**src/rtl/piso_pkg.sv**
```systemverilog
// ---------------------------------------------------------------------------
// piso_pkg
// Shared types and helpers for the piso_stream_ser serializer slice.
//   piso_state_t : control FSM encoding (IDLE / SHIFT)
//   cnt_w()      : bit-counter width for a given word width
// ---------------------------------------------------------------------------
package piso_pkg;

   typedef enum logic {
      IDLE  = 1'b0,
      SHIFT = 1'b1
   } piso_state_t;

   // Counter width needed to count 0..width-1.
   function automatic int cnt_w(input int width);
      return $clog2(width);
   endfunction

endpackage

```
**src/rtl/piso_shift_core.sv**
```systemverilog
// ---------------------------------------------------------------------------
// piso_shift_core
// Shift register, bit counter, bit-order select and frame markers of the
// serializer.  Control (load / advance) comes from the top-level FSM.
// Ports:
//   clk, rst_n       : clock, asynchronous active-low reset
//   i_load           : load i_load_data into the shifter, counter to 0
//   i_load_data      : parallel word to serialize
//   i_active         : FSM is in SHIFT (current bit is a frame bit)
//   i_ser_en         : line consumes the current bit at this edge
//   o_bit            : bit at the output end of the shifter
//   o_last           : counter is at WIDTH-1
//   o_frame_start    : active and counter == 0
//   o_frame_end      : active and counter == WIDTH-1
// ---------------------------------------------------------------------------
module piso_shift_core
   import piso_pkg::*;
#(
   parameter int WIDTH     = 8,
   parameter bit LSB_FIRST = 1'b0
) (
   input  logic             clk,
   input  logic             rst_n,
   input  logic             i_load,
   input  logic [WIDTH-1:0] i_load_data,
   input  logic             i_active,
   input  logic             i_ser_en,
   output logic             o_bit,
   output logic             o_last,
   output logic             o_frame_start,
   output logic             o_frame_end
);

   localparam int            CW       = cnt_w(WIDTH);
   localparam logic [CW-1:0] CNT_LAST = CW'(WIDTH - 1);

   logic [WIDTH-1:0] r_shreg;
   logic [CW-1:0]    r_cnt;
   logic             w_advance;

   assign w_advance = i_active & i_ser_en;

   // Shifter and bit counter: load has priority over advancing.
   always_ff @(posedge clk or negedge rst_n) begin
      if (!rst_n) begin
         r_shreg <= '0;
         r_cnt   <= '0;
      end else if (i_load) begin
         r_shreg <= i_load_data;
         r_cnt   <= '0;
      end else if (w_advance) begin
         // Shift toward the output end so the next bit lands there.
         if (LSB_FIRST) begin
            r_shreg <= {1'b0, r_shreg[WIDTH-1:1]};
         end else begin
            r_shreg <= {r_shreg[WIDTH-2:0], 1'b0};
         end
         // Clear after the last bit so the counter never leaves 0..WIDTH-1.
         r_cnt <= (r_cnt == CNT_LAST) ? '0 : r_cnt + CW'(1);
      end
   end

   assign o_bit         = LSB_FIRST ? r_shreg[0] : r_shreg[WIDTH-1];
   assign o_last        = (r_cnt == CNT_LAST);
   assign o_frame_start = i_active & (r_cnt == '0);
   assign o_frame_end   = i_active & o_last;

endmodule

```
**src/rtl/piso_stream_ser.sv**
```systemverilog
// ---------------------------------------------------------------------------
// piso_stream_ser
// Parallel-in / serial-out serializer with a valid/ready word input and a
// one-word holding buffer.  Back-to-back words leave as gapless frames.
// Ports:
//   clk, rst_n   : clock, asynchronous active-low reset
//   in_valid     : in_data holds a word to accept
//   in_data      : parallel word (sampled only on accept)
//   in_ready     : holding buffer is empty (registered, no input path)
//   ser_en       : line consumes the current bit at this edge
//   ser_out      : serial bit, IDLE_LEVEL when ser_valid is 0
//   ser_valid    : ser_out carries a frame bit
//   frame_start  : current bit is bit 0 of a frame
//   frame_end    : current bit is bit WIDTH-1 of a frame
//   busy         : shifting, or a word is held
// ---------------------------------------------------------------------------
module piso_stream_ser
   import piso_pkg::*;
#(
   parameter int   WIDTH      = 8,
   parameter bit   LSB_FIRST  = 1'b0,
   parameter logic IDLE_LEVEL = 1'b0
) (
   input  logic             clk,
   input  logic             rst_n,
   input  logic             in_valid,
   input  logic [WIDTH-1:0] in_data,
   output logic             in_ready,
   input  logic             ser_en,
   output logic             ser_out,
   output logic             ser_valid,
   output logic             frame_start,
   output logic             frame_end,
   output logic             busy
);

   piso_state_t      r_state;
   piso_state_t      w_state_nxt;
   logic [WIDTH-1:0] r_hold_data;
   logic             r_hold_full;
   logic             w_accept;
   logic             w_load;
   logic             w_active;
   logic             w_last;
   logic             w_bit;
   logic             w_frame_start;
   logic             w_frame_end;

   // An accept can only happen with an empty buffer, a load only with a
   // full one, so the two never coincide.
   assign w_accept = in_valid & ~r_hold_full;
   assign w_active = (r_state == SHIFT);

   // Load decode: start from IDLE, or reload at the frame boundary.
   always_comb begin
      w_load = 1'b0;
      case (r_state)
         IDLE:    w_load = r_hold_full;
         SHIFT:   w_load = r_hold_full & ser_en & w_last;
         default: w_load = 1'b0;
      endcase
   end

   // FSM state register.
   always_ff @(posedge clk or negedge rst_n) begin
      if (!rst_n) begin
         r_state <= IDLE;
      end else begin
         r_state <= w_state_nxt;
      end
   end

   // FSM next-state logic.
   always_comb begin
      w_state_nxt = r_state;
      case (r_state)
         IDLE: begin
            if (r_hold_full) begin
               w_state_nxt = SHIFT;
            end else begin
               w_state_nxt = IDLE;
            end
         end
         SHIFT: begin
            if (ser_en && w_last && !r_hold_full) begin
               w_state_nxt = IDLE;
            end else begin
               w_state_nxt = SHIFT;
            end
         end
         default: w_state_nxt = IDLE;
      endcase
   end

   // Holding buffer: filled on accept, emptied when the shifter loads.
   always_ff @(posedge clk or negedge rst_n) begin
      if (!rst_n) begin
         r_hold_data <= '0;
         r_hold_full <= 1'b0;
      end else if (w_accept) begin
         r_hold_data <= in_data;
         r_hold_full <= 1'b1;
      end else if (w_load) begin
         r_hold_full <= 1'b0;
      end
   end

   piso_shift_core #(
      .WIDTH     (WIDTH),
      .LSB_FIRST (LSB_FIRST)
   ) u_core (
      .clk           (clk),
      .rst_n         (rst_n),
      .i_load        (w_load),
      .i_load_data   (r_hold_data),
      .i_active      (w_active),
      .i_ser_en      (ser_en),
      .o_bit         (w_bit),
      .o_last        (w_last),
      .o_frame_start (w_frame_start),
      .o_frame_end   (w_frame_end)
   );

   // FSM outputs, all decoded from registers.
   always_comb begin
      ser_valid   = 1'b0;
      ser_out     = IDLE_LEVEL;
      frame_start = 1'b0;
      frame_end   = 1'b0;
      if (r_state == SHIFT) begin
         ser_valid   = 1'b1;
         ser_out     = w_bit;
         frame_start = w_frame_start;
         frame_end   = w_frame_end;
      end else begin
         ser_valid   = 1'b0;
         ser_out     = IDLE_LEVEL;
         frame_start = 1'b0;
         frame_end   = 1'b0;
      end
      in_ready = ~r_hold_full;
      busy     = (r_state == SHIFT) | r_hold_full;
   end

endmodule

```
**config.mk**
```make
export PLATFORM = sky130hd
export DESIGN_NAME = piso_stream_ser
export DESIGN_NICKNAME = d
export VERILOG_FILES = /design/src/rtl/piso_pkg.sv /design/src/rtl/piso_shift_core.sv /design/src/rtl/piso_stream_ser.sv
export SDC_FILE = /design/constraint.sdc
export NUM_CORES = 1
export LEC_CHECK = 0
export BUFFER_PORTS_ARGS = -buffer_cell sky130_fd_sc_hd__buf_4
export CAP_MARGIN = 25
export CORE_MARGIN = 2
export CORE_UTILIZATION = 45
export DETAILED_ROUTE_END_ITERATION = 10
export PLACE_DENSITY = 0.69
export SYNTH_ARGS = -nofsm -noshare
export SYNTH_HDL_FRONTEND = slang
export SYNTH_SLANG_ARGS = --single-unit
```
**constraint.sdc**
```tcl
create_clock -name clk -period 3.89 [get_ports clk]
set_input_delay 0 -clock clk [delete_from_list [all_inputs] [get_ports clk]]
set_output_delay 0 -clock clk [all_outputs]
set_load 0.02 [all_outputs]
```
==> summary.txt <==
STA
  • Rel. slew slack: 0.4722
  • Max Slew Vio Count: 0
  • Tightest Pin Transition: 791.7 ps
  • Max Clock Skew: 1.272 ps
  • # setup viols final: 0
  • RSZ-0062 raised after global routing: no
  • Max frequency: 0.5600 GHz
  • Minimum clock period: 1786 ps
  • Total negative setup slack: 0 ps
  • Final Cycle Share: 0.4591
  • Final Hold Viols: 0

Global routing
  • Antenna violations before repair: 0
  • Global-route usage over all layers: 0.1734
  • Vias in the first global route: 803
  • First-pass GRT wire length: around 3600 um
  • Grt total ovfl: 0
  • Pin count of the biggest net entering global routing: 29

Routing
  • Drt drc: 0
  • Routed Wire Length: 2210 um
  • Vias: about 860
  • Avg WL per Cell: 13.73 um
  • Routed vias/inst: 5.323
  • ANT nets after route: 0
  • DRT iter0 DRCs: 19
  • TritonRoute pass-1 iters: 4

Worst setup path
  • Crit path cell chain: nor2b_1 -> mux2_2
  • WP data required: 4080 ps
  • Worst EP arrival: 1980 ps
  • Setup CP Type: reg2reg
  • Crit start category: flop
  • Worst setup EP type: flop
  • Worst path max stage delay: 670 ps
  • CP max FO: 13
  • CP max-delay cell: nor2b_1

Power
  • Static leakage: 0.6768 nW
  • Pwr dens: 591.0 nW/um^2
  • Maximum vdd drop: between 300 and 400 uV

Clock network
  • CTS Buf Count: 3
  • Htree depth: 1
  • Clock tree buffer depth: 2
  • Post-CTS Setup Bufs: 0
  • # resized after CTS: 0
  • Clock root cell: clkbuf_4
  • Clock latency on the worst-skew pair: 300 ps
  • CTS sink count: 21
  • Reg clk slew, reported paths: approximately 120 ps
  • CTS tree: done

Synth
  • Synth Instances: 105
  • FF+latch count, synth: 21
  • Sequential area share after synthesis: 0.4580
  • Top-area cell type share of the netlist area: 0.4580
  • Asr flop ratio synth: 1.000
  • Synth top area cells: dfrtp_1 46%, mux2_2 9.8%, mux2i_1 6.1%
  • Distinct cells, synth: 26
  • Ys flop type: dfrtp_1
  • Syn Nets: 121
  • Post-synth EDFFs: 0
  • Syn Area/Cell: between 10 and 15 sq um
  • YS warnings: 0
  • Syn Std Cell Area: 1147 sq um
  • Synth area leader: dfrtp_1

Floorplanning
  • Starting Density: 0.4674
  • Die Span X: about 54 um
  • I/O Pins: 18
  • Core Region: between 2000 and 2500 sq um
  • Total die area: 2970 sq um
  • # rows: 18
  • Height of the die: 54.50 um

Final layout
  • Antenna diodes: 0
  • Synthesis-to-layout area growth: 22.46%
  • Most common cell after layout, fill and taps aside: dfrtp_1
  • Fin area: 1405 sq um
  • Final Net Count: 148
  • Commonest cells after routing, fill and taps aside: 21 x dfrtp_1, 17 x buf_4, 10 x nand2_1, 10 x mux2_2, 10 x dlygate4sd3_1
  • Final design utilization: 0.5724
  • Fillers: 230
  • Layout cells sized above 1: 0.2519

Placement
  • DP Area: roughly 1300 sq um
  • Placer congestion estimate: 0.7939
  • Port bufs: 17
  • Dpl hpwl: 1565 um

Worst hold path
  • Min-delay worst type: in2async

Run status
  • Status: finished clean

Job
  • MaxCap Viol Count: 0
## layout make-up
| class | count | area (sq um) | share of cell area |
|---|---|---|---|
| clock buffer | 3 | 22.52 | 0.01603 |
| clock inverter | 1 | 5.005 | 0.003562 |
| inverter | 4 | 15.01 | 0.01069 |
| multi-input combinational | 75 | 571.8 | 0.4069 |
| sequential | 21 | 525.5 | 0.3740 |
| tap | 30 | 37.54 | 0.02671 |
| timing repair buffer | 27 | 227.7 | 0.1621 |
## report_power, final
part           internal (mW)  total, mW  leakage, nW  switching, mW
registers              0.306      0.396        0.241         0.0907
clock network         0.0382      0.104       0.0177         0.0655
logic                  0.192      0.330        0.418          0.138
total                  0.536      0.830        0.677          0.294
## cells in the mapped netlist (2+ instances only)
cell      number
mux2_2        10
inv_1          4
ha_1           4
o21ai_0        3
and2_1         2
buf_4          2
a21oi_1        7
nand2_1       10
dfrtp_1       21
nor2_1         2
nor2b_1        2
or2b_1         3
mux2i_1        7
mux2_1         5
nand4_1        2
o22ai_1        7
nand2b_1       5
## path summary, 6_finish.rpt
check	cells past startpoint	end	from	slack (ps)
hold reg to reg	1	r_hold_data[0]	r_hold_data[0]	530
setup reg to reg	2	r_hold_data[2]	r_hold_full	2100
min in group clk	3	r_hold_full	in_valid	340
setup / recovery	2	r_hold_data[2]	r_hold_full	2100
hold / removal	2	r_hold_data[4]	rst_n	110
max in group asynchronous	2	u_core.r_cnt[2]	rst_n	3570
## critical path: cells and delay by family, from the launching register on
kind	cells	cell delay, ps
simple gates	1	670
flops	1	600
mux	1	410
## timing repair
item | CTS | global route
hold endpoints to repair | 34 | 0
hold buffers | 10 | 0
setup endpoints to repair | 0 | 0
## metrics by stage
stage | std cells | hold WS, ps | total power [mW] | worst slack (ps)
after floorplan | 105 | -295.6 | 0.6369 | 2550
after global placement | 147 | -102.3 | 0.7057 | 2146
after detailed placement | 147 | -102.8 | 0.7302 | 2084
after CTS | 161 | 96.86 | 0.8430 | 2069
after global routing | 161 | 109.2 | 0.9004 | 1958
final | 161 | 107.0 | 0.8304 | 2104
## registers in the layout, indices dropped and copies added, names as in the netlist
| register | cells |
|---|---|
| r_hold_data | 8 |
| r_hold_full | 1 |
| u_core.r_cnt | 3 |
| r_state | 1 |
| u_core.r_shreg | 8 |
## per-layer routing
metal | up-vias | part of all wire | global-route usage
li1 | 429 | - | -
met3 | 2 | 0.022 | 0.02459
met5 | - | 0 | 0
met2 | 10 | 0.48 | 0.2871
met1 | 416 | 0.49 | 0.2255
met4 | 0 | 0.0077 | 0.07500
## logic make-up after synthesis
logic type | after synthesis | share of synthesized area
buffers and inverters | 9 | 0.04360
muxes | 22 | 0.2083
adders and majority gates | 4 | 0.04362
and+or+nand+nor | 28 | 0.1363
DFF | 21 | 0.4580
AOI/OAI and AO/OA | 21 | 0.1101
Power figures use the tool's default switching activity.
